`config.mk`:
```
export PLATFORM = sky130hd
export DESIGN_NAME = bank_session_ctrl
export DESIGN_NICKNAME = d
export VERILOG_FILES = /design/src/rtl/bank_session_ctrl.sv
export SDC_FILE = /design/constraint.sdc
export NUM_CORES = 1
export LEC_CHECK = 0
export BUFFER_PORTS_ARGS = -buffer_cell sky130_fd_sc_hd__buf_2
export CAP_MARGIN = 20
export CORE_MARGIN = 4
export CORE_UTILIZATION = 55
export DETAILED_ROUTE_END_ITERATION = 16
export PLACE_DENSITY_LB_ADDON = 0.3
export SYNTH_ARGS = -nofsm -noshare
export SYNTH_HDL_FRONTEND = slang
export SYNTH_SLANG_ARGS = --single-unit
```
`constraint.sdc`:
```
create_clock -name clk -period 7.5 [get_ports clk]
set_input_delay 0.75 -clock clk [delete_from_list [all_inputs] [get_ports clk]]
set_output_delay 0.75 -clock clk [all_outputs]
set_load 0.03 [all_outputs]
```
`src/rtl/bank_session_ctrl.sv`:
```
// SIM/biometric/PIN login sequencer with retry lockout, per-stage inactivity timeout,
// and a single-cycle balance/withdraw/deposit/logout transaction port.
module bank_session_ctrl #(
    parameter int                 PIN_W        = 16,
    parameter int                 BAL_W        = 16,
    parameter logic [PIN_W-1:0]   STORED_PIN   = 16'h4321,
    parameter int                 INIT_BALANCE = 8000,
    parameter int                 MAX_TRIES    = 3,
    parameter int                 TIMEOUT_CYC  = 255
) (
    input  logic                             clk,
    input  logic                             rst,
    input  logic                             sim_sms_received,
    input  logic                             face_verified,
    input  logic                             pin_strobe,
    input  logic [PIN_W-1:0]                 user_pin,
    input  logic                             txn_valid,
    input  logic [1:0]                       txn_op,
    input  logic [BAL_W-1:0]                 txn_amount,
    output logic                             txn_ready,
    output logic                             txn_done,
    output logic                             txn_err,
    output logic [BAL_W-1:0]                 balance,
    output logic                             access_granted,
    output logic                             locked_out,
    output logic [$clog2(MAX_TRIES+1)-1:0]   fail_count
);

    localparam int FC_W = $clog2(MAX_TRIES + 1);
    localparam int TM_W = $clog2(TIMEOUT_CYC + 1);

    localparam logic [1:0] OP_QUERY    = 2'b00;
    localparam logic [1:0] OP_WITHDRAW = 2'b01;
    localparam logic [1:0] OP_DEPOSIT  = 2'b10;
    localparam logic [1:0] OP_LOGOUT   = 2'b11;

    // One-hot so every status output is a flop bit with no decode behind it.
    typedef enum logic [4:0] {
        S_IDLE      = 5'b00001,
        S_WAIT_FACE = 5'b00010,
        S_WAIT_PIN  = 5'b00100,
        S_SESSION   = 5'b01000,
        S_LOCKED    = 5'b10000
    } state_t;

    state_t             state, state_nxt;
    logic [TM_W-1:0]    timer, timer_nxt;
    logic [FC_W-1:0]    fail_nxt;
    logic [BAL_W-1:0]   bal_nxt;
    logic               err_nxt;
    logic               txn_accept;
    logic               clear_evt;
    logic               timed;
    logic               timeout;
    logic [BAL_W:0]     sum_w;
    logic [BAL_W:0]     dif_w;

    // MSB of the widened result is the carry (add) or borrow (subtract).
    function automatic logic [BAL_W:0] add_chk(input logic [BAL_W-1:0] a, input logic [BAL_W-1:0] b);
        return {1'b0, a} + {1'b0, b};
    endfunction

    function automatic logic [BAL_W:0] sub_chk(input logic [BAL_W-1:0] a, input logic [BAL_W-1:0] b);
        return {1'b0, a} - {1'b0, b};
    endfunction

    always_comb begin
        txn_accept = (state == S_SESSION) && txn_valid;
        clear_evt  = pin_strobe || txn_accept;
        timed      = (state == S_WAIT_FACE) || (state == S_WAIT_PIN) || (state == S_SESSION);
        timeout    = timed && !clear_evt && (timer == TM_W'(TIMEOUT_CYC - 1));
    end

    // Transaction datapath: rejected requests leave the balance untouched.
    always_comb begin
        sum_w   = add_chk(balance, txn_amount);
        dif_w   = sub_chk(balance, txn_amount);
        bal_nxt = balance;
        err_nxt = 1'b0;
        if (txn_accept) begin
            case (txn_op)
                OP_WITHDRAW: begin
                    if (dif_w[BAL_W]) err_nxt = 1'b1;
                    else              bal_nxt = dif_w[BAL_W-1:0];
                end
                OP_DEPOSIT: begin
                    if (sum_w[BAL_W]) err_nxt = 1'b1;
                    else              bal_nxt = sum_w[BAL_W-1:0];
                end
                OP_QUERY, OP_LOGOUT: begin
                    bal_nxt = balance;
                end
                default: bal_nxt = balance;
            endcase
        end
    end

    always_ff @(posedge clk or posedge rst) begin
        if (rst) state <= S_IDLE;
        else     state <= state_nxt;
    end

    always_comb begin
        state_nxt = state;
        fail_nxt  = fail_count;
        case (state)
            S_IDLE: begin
                if (sim_sms_received) state_nxt = S_WAIT_FACE;
            end
            S_WAIT_FACE: begin
                if (face_verified) state_nxt = S_WAIT_PIN;
                else if (timeout)  state_nxt = S_IDLE;
            end
            S_WAIT_PIN: begin
                if (pin_strobe) begin
                    if (user_pin == STORED_PIN) begin
                        state_nxt = S_SESSION;
                        fail_nxt  = '0;
                    end else begin
                        fail_nxt = fail_count + 1'b1;
                        if (fail_count == FC_W'(MAX_TRIES - 1)) state_nxt = S_LOCKED;
                    end
                end else if (timeout) begin
                    state_nxt = S_IDLE;
                end
            end
            S_SESSION: begin
                if (txn_accept && (txn_op == OP_LOGOUT)) state_nxt = S_IDLE;
                else if (timeout)                        state_nxt = S_IDLE;
            end
            S_LOCKED: state_nxt = S_LOCKED;
            default:  state_nxt = S_IDLE;
        endcase
    end

    always_comb begin
        access_granted = state[3];
        txn_ready      = state[3];
        locked_out     = state[4];
    end

    // Timer restarts on any state change or user activity; it idles at zero elsewhere.
    always_comb begin
        if (!timed || clear_evt || (state_nxt != state)) timer_nxt = '0;
        else                                             timer_nxt = timer + 1'b1;
    end

    always_ff @(posedge clk or posedge rst) begin
        if (rst) begin
            timer      <= '0;
            fail_count <= '0;
            balance    <= BAL_W'(INIT_BALANCE);
            txn_done   <= 1'b0;
            txn_err    <= 1'b0;
        end else begin
            timer      <= timer_nxt;
            fail_count <= fail_nxt;
            balance    <= bal_nxt;
            txn_done   <= txn_accept;
            txn_err    <= err_nxt;
        end
    end

endmodule

```
==> metrics.md <==
| Metric | Value |
|---|---|
| CTS Hold Bufs | 0 |
| Via density | 5.73 |
| # H-tree levels | 2 |
| Synth Area per Inst | 8.67 um^2 |
| Combinational share of power | 25.7% |
| Worst reg2reg path depth | 11 |
| Most common cell after layout, fill and taps aside | buf_2 |
| Power Density | 128 mW/mm^2 |
| Crit path max fanout | 16 |
| Tightest Hold Check Type | primary input to async pin |
| Vias in the first global route | 2880 |
| Layout area overhead | 12.5% |
| Number of synthesized flops with an enable pin | 0 |
| Worst-margin pin slew | ~1100 ps |
| Ant diodes | 0 |
| Reg power frac | 43.8% |
| Core area | 0.00589 mm^2 |
| Die area | 0.00733 mm^2 |
| Routability cong. | 0.882 |
| Die height | roughly 86 um |
| Critical Path RT | 7680 ps |
| Sink Count | 33 |
| WL final | 7.44 mm |
| Post-synthesis cell count | about 380 |
| Period minus WS final | 3810 ps |
| Status | finished, final reports clean |
| Worst setup path class | primary input to register |
| Final nets | 517 |
| Row count | 28 |
| Final setup margin | 3690 ps |
| Sw power | around 0.16 mW |
| Drt first-iter violations | 170 |
| Commonest register cell after synthesis | dfrtp_1 |
| Syn Nets | 462 |
| Setup Fix Bufs, Post-CTS | 0 |
| HPWL after detailed placement | roughly 5.7 mm |
| Critical path launch point type | primary input |
| Syn Std Cell Area | 0.00331 mm^2 |
| Gr ovfl total | 0 |
| Critical path endpoint category | register |
| Final ANT Viol Nets | 0 |
| Register bit total from synthesis | 33 |
| Clock Root Buffer | clkbuf_8 |
| Pre-CTS setup slack | 3360 ps |
| Async SR Flop Fraction | 100% |
| Final setup violating endpoints | 0 |
| Largest net degree at the start of global routing | 34 |
| Sw Ratio | 33.7% |
| Clk pwr share | a little under a third |
| Max Cap Viol | 0 |
| Seq/Total Area, Yosys | about 25% |
| Final Hold Viols | 0 |
| Hold Worst Slack | 534 ps |
| Slew margin rel. | approximately 28% |
| Initial antenna violation count | 0 |
| Worst-Skew Late Latency | 290 ps |
| I/O pins | 63 |
| CTS resizes | 0 |
| Final Cycle Share | 50.8% |
| Maximum achievable frequency | 263 MHz |
| CTS Buffer Depth | 2 |
| VDD IR max | between 0.1 and 0.15 mV |
| Chip width | 85.6 um |
| Setup TNS Final | 0 ps |
| Fin util | 63.4% |
| Clock skew | 5.30 ps |
| CTS Buf Count | 5 |
| Fillers | between 500 and 600 |
| Initial Util | 56.3% |
| Overall Global Routing Usage | 21.1% |
| Unrepaired setup endpoints after global routing | no |
| DR vias | 2941 |
| Post-detailed-route wirelength per cell | 14.5 um |
| Port-buffer cells | 62 |
| Final slew viol count | 0 |
| Global-route wire length before repair | 12.9 mm |
| Commonest non-fill, non-tap cells in the layout | buf_2, inv_1, ha_1 |
| Ys Warns | 0 |
| Leak | 1.88 nW |
| CTS tree | yes |
| Int Power | 0.317 mW |
| Remaining DRCs | 0 |
| Unique masters post-synth | 71 |
| Fraction of layout cells with a size suffix above 1 | 23.7% |
| Critical Path AT | 3980 ps |
| TritonRoute pass-1 iters | 4 |
| Clock Pin Slew Worst Setup and Hold Paths | 70 ps |
-- routing by layer --
layer  part of all wire, %  wire, um  global-route usage, %  vias to the layer above
met5                     0         0                      0                        -
met4                   2.4       182                   8.20                        0
met3                   4.6       342                   3.17                       21
met2                    50      3730                   36.3                       98
met1                    43      3190                   26.7                     1353
li1                      -         -                      -                     1469
-- synthesized netlist by cell type (4+ instances only) --
master	n	area [um^2]
mux2_4	8	120
o22ai_1	4	25.0
a21o_1	4	30.0
xor2_1	8	70.1
nor3_1	11	55.1
nor4_1	5	31.3
buf_4	5	37.5
a21oi_1	28	140
dfrtp_1	26	651
or3_1	6	37.5
nand3_1	11	55.1
nand2b_1	6	37.5
o21ai_0	16	80.1
mux2_2	7	78.8
inv_1	41	154
nand2_1	22	82.6
nand3b_1	4	30.0
nor2_1	27	101
ha_1	38	475
clkbuf_1	6	22.5
a211oi_1	4	30.0
xnor2_1	13	114
dfstp_2	7	184
-- power groups by stage --
stage | clock, mW | combinational (mW) | sequential, mW
after global placement | 0 | 0.121 | 0.212
after CTS | 0.150 | 0.124 | 0.209
after global routing | 0.159 | 0.141 | 0.212
after detailed placement | 0 | 0.122 | 0.212
final | 0.146 | 0.123 | 0.210
after floorplan | 0 | 0.0907 | 0.210
-- through the flow --
stage | power [mW] | std cells | area [um^2]
floorplan | 0.301 | 382 | 3310
global placement | 0.332 | 505 | 3630
detailed placement | 0.334 | 505 | 3630
CTS | 0.482 | 513 | 3730
global route | 0.512 | 513 | 3730
finish | 0.479 | 513 | 3730
-- final timing paths --
path	from	to	slack, ps
setup / recovery	txn_amount[0]	balance[13]	3690
hold / removal	rst	state[1]	530
setup reg to reg	balance[0]	balance[13]	3870
hold reg to reg	fail_count[1]	fail_count[1]	530
max in group asynchronous	rst	balance[11]	6630
min in group clk	fail_count[1]	fail_count[1]	530
-- flip-flops by register name, summed over array words and instances (netlist names) --
name	cells
txn_err	1
state	5
balance	16
txn_done	1
fail_count	2
timer	8
-- worst max-delay path: stages --
cell	delay, ps
buf_2	110
ha_1	220
fa_1	400
nand3b_2	240
a211oi_2	220
o31ai_2	140
o41ai_4	230
nor3_1	90
nor3_2	230
nor3b_4	920
mux2_2	430
-- area by class of cell --
cell class                 count  area (um^2)  share of cell area (%)
timing repair buffer          64          325                    8.72
tap                           75         93.8                    2.52
clock buffer                   7         86.3                    2.32
multi-input combinational    290         2220                    59.5
sequential                    33          835                    22.4
clock inverter                 1         7.51                   0.201
inverter                      43          161                    4.33
-- kinds of logic after synthesis --
| group | synth area share (%) |
|---|---|
| simple gates | 18.7 |
| compound gates | 20.3 |
| buf+inv | 7.82 |
| fa+ha+maj | 15.6 |
| flops | 25.2 |
| xor+xnor | 5.55 |
| mux | 6.91 |
(Power assumes the default switching activity.)
